### config.mk
export PLATFORM = sky130hd
export DESIGN_NAME = quad_decoder_counter
export DESIGN_NICKNAME = d
export VERILOG_FILES = /design/src/rtl/quad_decoder_counter.sv
export SDC_FILE = /design/constraint.sdc
export NUM_CORES = 1
export LEC_CHECK = 0
export CORE_MARGIN = 8
export CORE_UTILIZATION = 30
export DETAILED_ROUTE_END_ITERATION = 6
export DONT_BUFFER_PORTS = 1
export PLACE_DENSITY = 0.42
export SLEW_MARGIN = 40
export SYNTH_ARGS = -nofsm -noshare
export SYNTH_HDL_FRONTEND = slang
export SYNTH_SLANG_ARGS = --single-unit
### constraint.sdc
create_clock -name clk -period 2.93 [get_ports clk]
set_input_delay 0.586 -clock clk [delete_from_list [all_inputs] [get_ports clk]]
set_output_delay 0.586 -clock clk [all_outputs]
set_load 0.02 [all_outputs]
### src/rtl/quad_decoder_counter.sv
// Quadrature A/B decoder driving an N-bit up/down position counter.
// Flags illegal double-bit phase jumps with a sticky error.
module quad_decoder_counter #(
    parameter int unsigned N           = 3,
    parameter int unsigned SYNC_STAGES = 2
) (
    input  logic         clk,
    input  logic         reset_al_in,
    input  logic         a_in,
    input  logic         b_in,
    input  logic         load_in,
    input  logic [N-1:0] d_in,
    input  logic         clr_err_in,
    output logic [N-1:0] count_out,
    output logic         up_down_out,
    output logic         step_out,
    output logic         err_out
);

    localparam int unsigned IW = $clog2(SYNC_STAGES + 1);

    typedef enum logic {INIT, RUN} state_t;

    state_t                 state_q, state_d;
    logic [IW-1:0]          init_q, init_d;
    logic [SYNC_STAGES-1:0] a_sync_q, b_sync_q;
    logic [1:0]             prev_ab_q, prev_ab_d;
    logic [1:0]             ab;
    logic [1:0]             delta;
    logic [N-1:0]           count_d;
    logic                   up_down_d, step_d, err_d;

    // Gray phase to position: 00->0, 01->1, 11->2, 10->3
    function automatic logic [1:0] gray_pos(input logic [1:0] g);
        return {g[1], g[1] ^ g[0]};
    endfunction

    assign ab    = {a_sync_q[SYNC_STAGES-1], b_sync_q[SYNC_STAGES-1]};
    assign delta = gray_pos(ab) - gray_pos(prev_ab_q);

    always_ff @(posedge clk or negedge reset_al_in) begin
        if (!reset_al_in) begin
            a_sync_q <= '0;
            b_sync_q <= '0;
        end else begin
            a_sync_q <= {a_sync_q[SYNC_STAGES-2:0], a_in};
            b_sync_q <= {b_sync_q[SYNC_STAGES-2:0], b_in};
        end
    end

    always_comb begin
        state_d   = state_q;
        init_d    = init_q;
        prev_ab_d = ab;
        count_d   = count_out;
        up_down_d = up_down_out;
        step_d    = 1'b0;
        err_d     = err_out;

        if (clr_err_in)
            err_d = 1'b0;

        unique case (state_q)
            INIT: begin
                if (init_q == IW'(SYNC_STAGES))
                    state_d = RUN;
                else
                    init_d = init_q + IW'(1);
            end
            RUN: begin
                unique case (delta)
                    2'd1: begin
                        step_d    = 1'b1;
                        up_down_d = 1'b1;
                        count_d   = count_out + N'(1);
                    end
                    2'd3: begin
                        step_d    = 1'b1;
                        up_down_d = 1'b0;
                        count_d   = count_out - N'(1);
                    end
                    2'd2:    err_d = 1'b1;
                    default: ;
                endcase
            end
            default: state_d = INIT;
        endcase

        // Load overrides only the count; step/direction still report the step.
        if (load_in)
            count_d = d_in;
    end

    always_ff @(posedge clk or negedge reset_al_in) begin
        if (!reset_al_in) begin
            state_q     <= INIT;
            init_q      <= '0;
            prev_ab_q   <= '0;
            count_out   <= '0;
            up_down_out <= 1'b1;
            step_out    <= 1'b0;
            err_out     <= 1'b0;
        end else begin
            state_q     <= state_d;
            init_q      <= init_d;
            prev_ab_q   <= prev_ab_d;
            count_out   <= count_d;
            up_down_out <= up_down_d;
            step_out    <= step_d;
            err_out     <= err_d;
        end
    end

endmodule

==> metrics.txt, run 1 <==
run status finished clean; DIE AREA 3710 um^2; Final ANT Viol Nets 0; cell taking the most area after synthesis dfrtp_1; # fillers 203; final setup vio count 0; Final Cycle Share 74.6%; Synth top area share 57.9%; top cells by area, synth dfrtp_1, nand2_1, dfstp_2, xor2_1, ha_1; total power 0.470 mW; Layout Cells excl Fill 79; die span in x 60.9 um; share of cells above drive strength 1 11.5%; Port Buffers 0; clock tree from TritonCTS built; post_cts resized 0; setup TNS 0 ns; Hold Vio Cnt, Final 0; min cycle time layout 2.19 ns; Root Buffer clkbuf_4; Num CTS Buffers 3; Final Util 34.6%; All-Layer GR Usage 6.35%; post-placement cell count 74; Slew Limit Headroom 58.4%; critical path data required time 3.14 ns; synthesis warning total 0; critical path type reg -> reg; routed vias/inst 4.28; H-tree depth 1; Mapped Avg Cell Area 12.6 um^2; Largest stage delay, worst path 0.42 ns; Max Freq 457 MHz; DR WL/cell 12.5 um; Lkg Pwr 0.309 nW; clk_lat worst skew 0.27 ns; DRT iter0 DRCs 3; CTS clock-pin slew for the worst setup and hold paths 0.08 ns; crit path from a_sync_q[1]; Hold Path Class in -> async; core region area 1940 um^2; critical path capture point type flip-flop; Netlist cell types 19; Worst-Margin Slew 0.622 ns; arrival time worst endpoint 2.40 ns; slowest library cell on the worst path dfrtp_1; DRC 0; Row Count 16; largest net degree at the start of global routing 15; WHS 0.150 ns; grt total ovfl 0; Max IR drop VDD 0.248 mV; synthesis-stage register bit count 15; Pins Over Slew Limit 0; Pwr per Cell Area 699 nW/um^2; vias in the first global route 381; Hold-fix buffers, CTS 1; critical path cell sequence xnor2_1, ha_1, xnor3_2, nor2_1, fa_1, xor2_1, or4_1, nand3_1; Area Growth Syn to Fin 11.0%; final clock skew 0.00463 ns; initial antenna violation count 0; HPWL Detailed 782 um; drt first pass iters 4; Routed WL 990 um; n_diodes 0; Post-Synthesis Cells 48; clock buffer depth 2; RSZ-0062 raised after global routing no; Critical Path Fanout Max 4; Seq/Total Area, Yosys 62.2%; Initial Utilization 31.2%; Mapped Nets 60; commonest cells after routing, fill and taps aside dfrtp_1, nand2_1, o21ai_0; commonest non-fill, non-tap cell in the layout dfrtp_1; Placer Congestion 0.749; first-pass GRT wire length 1.66 mm; max-cap viol count 0; Via Count 338; die height 60.9 um; setup bufs post-CTS 0; # nets final 65; clock sink count 15; CP Launch Type flip-flop; Top-Level Pins 15; Post-Syn Area 606 um^2; origin of the critical flop-to-flop path a_sync_q[1]
==> where the power goes <==
part           internal [mW]  switching, mW  total [mW]
sequential             0.237         0.0513       0.288
clock                 0.0527         0.0590       0.112
combinational         0.0342         0.0356      0.0697
total                  0.324          0.146       0.470
==> stage by stage <==
step | worst slack [ns] | cell area [um^2]
after detailed placement | 0.744 | 636
final | 0.744 | 672
after global routing | 0.620 | 672
after global placement | 0.782 | 636
after CTS | 0.724 | 672
after floorplan | 0.846 | 606
==> layout make-up <==
| cell class | instances | area (um^2) | area share, % |
|---|---|---|---|
| clock buffers | 4 | 26.3 | 3.91 |
| inverters | 3 | 11.3 | 1.68 |
| multi-input cells | 29 | 214 | 31.8 |
| flip-flops and latches | 15 | 377 | 56.1 |
| well taps | 27 | 33.8 | 5.03 |
| repair buffers | 1 | 10.0 | 1.49 |
==> synth_stat cells <==
cell type   n
dfrtp_1    14
nand2_1     8
o21ai_0     4
inv_1       3
xor2_1      3
ha_1        2
xnor2_1     2
clkbuf_1    1
dfstp_2     1
fa_1        1
mux2i_1     1
nand2b_1    1
nand3_1     1
nor2_1      1
nor2b_1     1
o22ai_1     1
or2_2       1
or4_1       1
xnor3_2     1
==> routing by layer <==
layer  part of all wire (%)  wire (um)  GRT usage [%]  up-vias
met5                      0          0              0        -
met4                   0.91          9           4.98        0
met3                     16        157           4.03        2
met2                     42        416           9.35       13
met1                     41        406           6.27      161
li1                       -          -              -      162
==> flip-flops by register name, indices dropped and copies added, names as in the netlist <==
name / flops
err_out: 1
init_q: 2
state_q: 1
prev_ab_q: 2
step_out: 1
up_down_out: 1
a_sync_q: 2
b_sync_q: 2
count_out: 3
==> worst max-delay path, delay by kind of cell (launching register included) <==
kind | cells | cell delay (ns)
flip-flops | 1 | 0.42
adder cells (fa/ha/maj) | 2 | 0.57
XOR/XNOR | 3 | 0.58
AND/OR/NAND/NOR | 3 | 0.56
==> path summary, 6_finish.rpt <==
kind                                 to  slack [ns]  cells after the start
max                        count_out[2]        0.74                      8
min                         up_down_out        0.15                      0
max reg2reg                count_out[2]        0.74                      8
min reg2reg                 a_sync_q[1]        0.35                      0
max in group asynchronous  prev_ab_q[0]        1.76                      1
min in group clk            a_sync_q[0]        0.34                      0
==> kinds of logic after synthesis <==
kind of cell / share of synthesized area, %
XOR/XNOR: 11.2
buffers and inverters: 2.48
AND/OR/NAND/NOR: 10.7
AO/OA/AOI/OAI: 4.34
flip-flops: 62.2
adder cells (fa/ha/maj): 7.44
multiplexers: 1.65
Power figures use the tool's default switching activity.
==> run 2, diff against run 1 <==
- clock period: 2.93 -> 2.3 ns (I/O delays scaled with it)
==> run 2 against run 1 <==
Effect of this change: sequential power grew 27%; core utilization grew 0.39 points; combinational power grew 46%; sequential share of layout area shrank 0.62 points; setup slack lost 0.59 ns; maximum frequency grew 2.0%; critical path type unchanged; largest cell class unchanged.
==> metrics.txt, run 2 (synthesized netlist as in run 1, its figures left out) <==
Final Util 35.0%; crit path from a_sync_q[1]; routed vias/inst 4.36; DR WL/cell 12.9 um; Reg2Reg Depth 8; Hold Path Sink b_sync_q[0]; die height 60.9 um; critical path capture point type flip-flop; Lkg Pwr 0.314 nW; worst slack at placement 0.159 ns; grt total ovfl 0; n_diodes 0; Root Buffer clkbuf_4; first-pass GRT wire length 1.64 mm; Max Freq 467 MHz; Max IR drop VDD 0.436 mV; share of cells above drive strength 1 13.2%; Critical Path Fanout Max 3; hold path depth 0; Layout Cells excl Fill 80; commonest non-fill, non-tap cell in the layout dfrtp_1; # nets final 66; Via Count 349; WHS 0.209 ns; Top-Level Pins 15; clock sink count 15; Pwr per Cell Area 905 nW/um^2; core region area 1940 um^2; run status finished clean; initial antenna violation count 0; r2r setup slk 0.16 ns; setup bufs post-CTS 0; final worst slack 0.157 ns; Slew Limit Headroom 55.9%; Final ANT Viol Nets 0; critical path data required time 2.53 ns; CP Launch Type flip-flop; arrival time worst endpoint 2.37 ns; DIE AREA 3710 um^2; largest net degree at the start of global routing 16; Hold Vio Cnt, Final 0; Initial Utilization 31.2%; final clock skew 0.0109 ns; setup TNS 0 ns; die span in x 60.9 um; Hold Path Class in -> reg; clock buffer depth 2; All-Layer GR Usage 6.32%; final setup vio count 0; clock tree from TritonCTS built; max-cap viol count 0; Num CTS Buffers 3; critical path type reg -> reg; clk_lat worst skew 0.28 ns; HPWL Detailed 830 um; CTS clock-pin slew for the worst setup and hold paths 0.09 ns; DRT iter0 DRCs 12; Critical R2R Capture count_out[2]; Final Cycle Share 93.2%; Area Growth Syn to Fin 12.2%; final instance area 679 um^2; commonest cells after routing, fill and taps aside dfrtp_1, nand2_1, o21ai_0; Port Buffers 0; placed cell area 643 um^2; Pins Over Slew Limit 0; H-tree depth 1; min cycle time layout 2.14 ns; Hold Path Origin b_in; RSZ-0062 raised after global routing no; Worst-Margin Slew 0.659 ns; total power 0.615 mW; Largest register FFs 3; post-placement cell count 75; DRC 0; Placer Congestion 0.643; register with the most flip-flops count_out; vias in the first global route 358; origin of the critical flop-to-flop path a_sync_q[1]; Row Count 16; Routed WL 1.03 mm; drt first pass iters 3
-- run 2: changes by cell type in the layout (fill, tap and decap cells not counted), sizes merged --
| cell | previous run | this run |
|---|---|---|
| buf | 0 | 1 |
-- run 2: critical path, cell delays in order, from the launching register on --
cell	delay [ns]
dfrtp_1	0.43
xnor2_1	0.14
ha_1	0.20
xnor3_2	0.22
nor2_1	0.06
fa_1	0.37
xor2_1	0.18
or4_1	0.40
nand3_1	0.09
-- run 2: how the worst max path moves through the flow --
stage	endpoint	depth (start not counted)
final	count_out[2]	8
after global routing	count_out[2]	8
after CTS	count_out[2]	8
after detailed placement	count_out[2]	8
after global placement	count_out[2]	8
after floorplan	count_out[2]	8
-- run 2: report_power, final --
group	total, mW	internal [mW]	switching [mW]
Clock	0.146	0.0673	0.0786
Combinational	0.102	0.0499	0.0524
Sequential	0.367	0.302	0.0649
Total	0.615	0.419	0.196
-- run 2: area by class of cell --
cell class | count | area (um^2)
timing repair buffer | 2 | 17.5
clock buffer | 4 | 26.3
sequential | 15 | 377
tap | 27 | 33.8
fill | 200 | 1260
inverter | 3 | 11.3
multi-input combinational | 29 | 214
-- run 2: routing by layer --
| metal | part of all wire, % | track usage [%] |
|---|---|---|
| met5 | 0 | 0 |
| met4 | 0 | 2.33 |
| met3 | 15 | 5.51 |
| met2 | 45 | 9.50 |
| met1 | 41 | 6.17 |
-- run 2: what timing repair did --
item | in CTS | in global routing
endpoints found under the hold margin | 15 | 0
hold buffers | 1 | 0
endpoints found under the setup margin | 0 | 0
gates resized for setup | 0 | 0
==> run 3, diff against run 2 <==
--- a/config.mk
+++ b/config.mk
@@ -7,2 +7,3 @@
 export LEC_CHECK = 0
+export ABC_CLOCK_PERIOD_IN_PS = 2300
 export CORE_MARGIN = 8
==> constraint.sdc (replaced) <==
create_clock -name clk -period 2.3 [get_ports clk]
set_input_delay 0.345 -clock clk [delete_from_list [all_inputs] [get_ports clk]]
set_output_delay 0.345 -clock clk [all_outputs]
set_load 0.02 [all_outputs]
==> results of run 3 <==
The final DEF is identical to that of run 2. Status: finished clean.
Main changes from that run: hold slack 0.209 ns -> 0.0944 ns
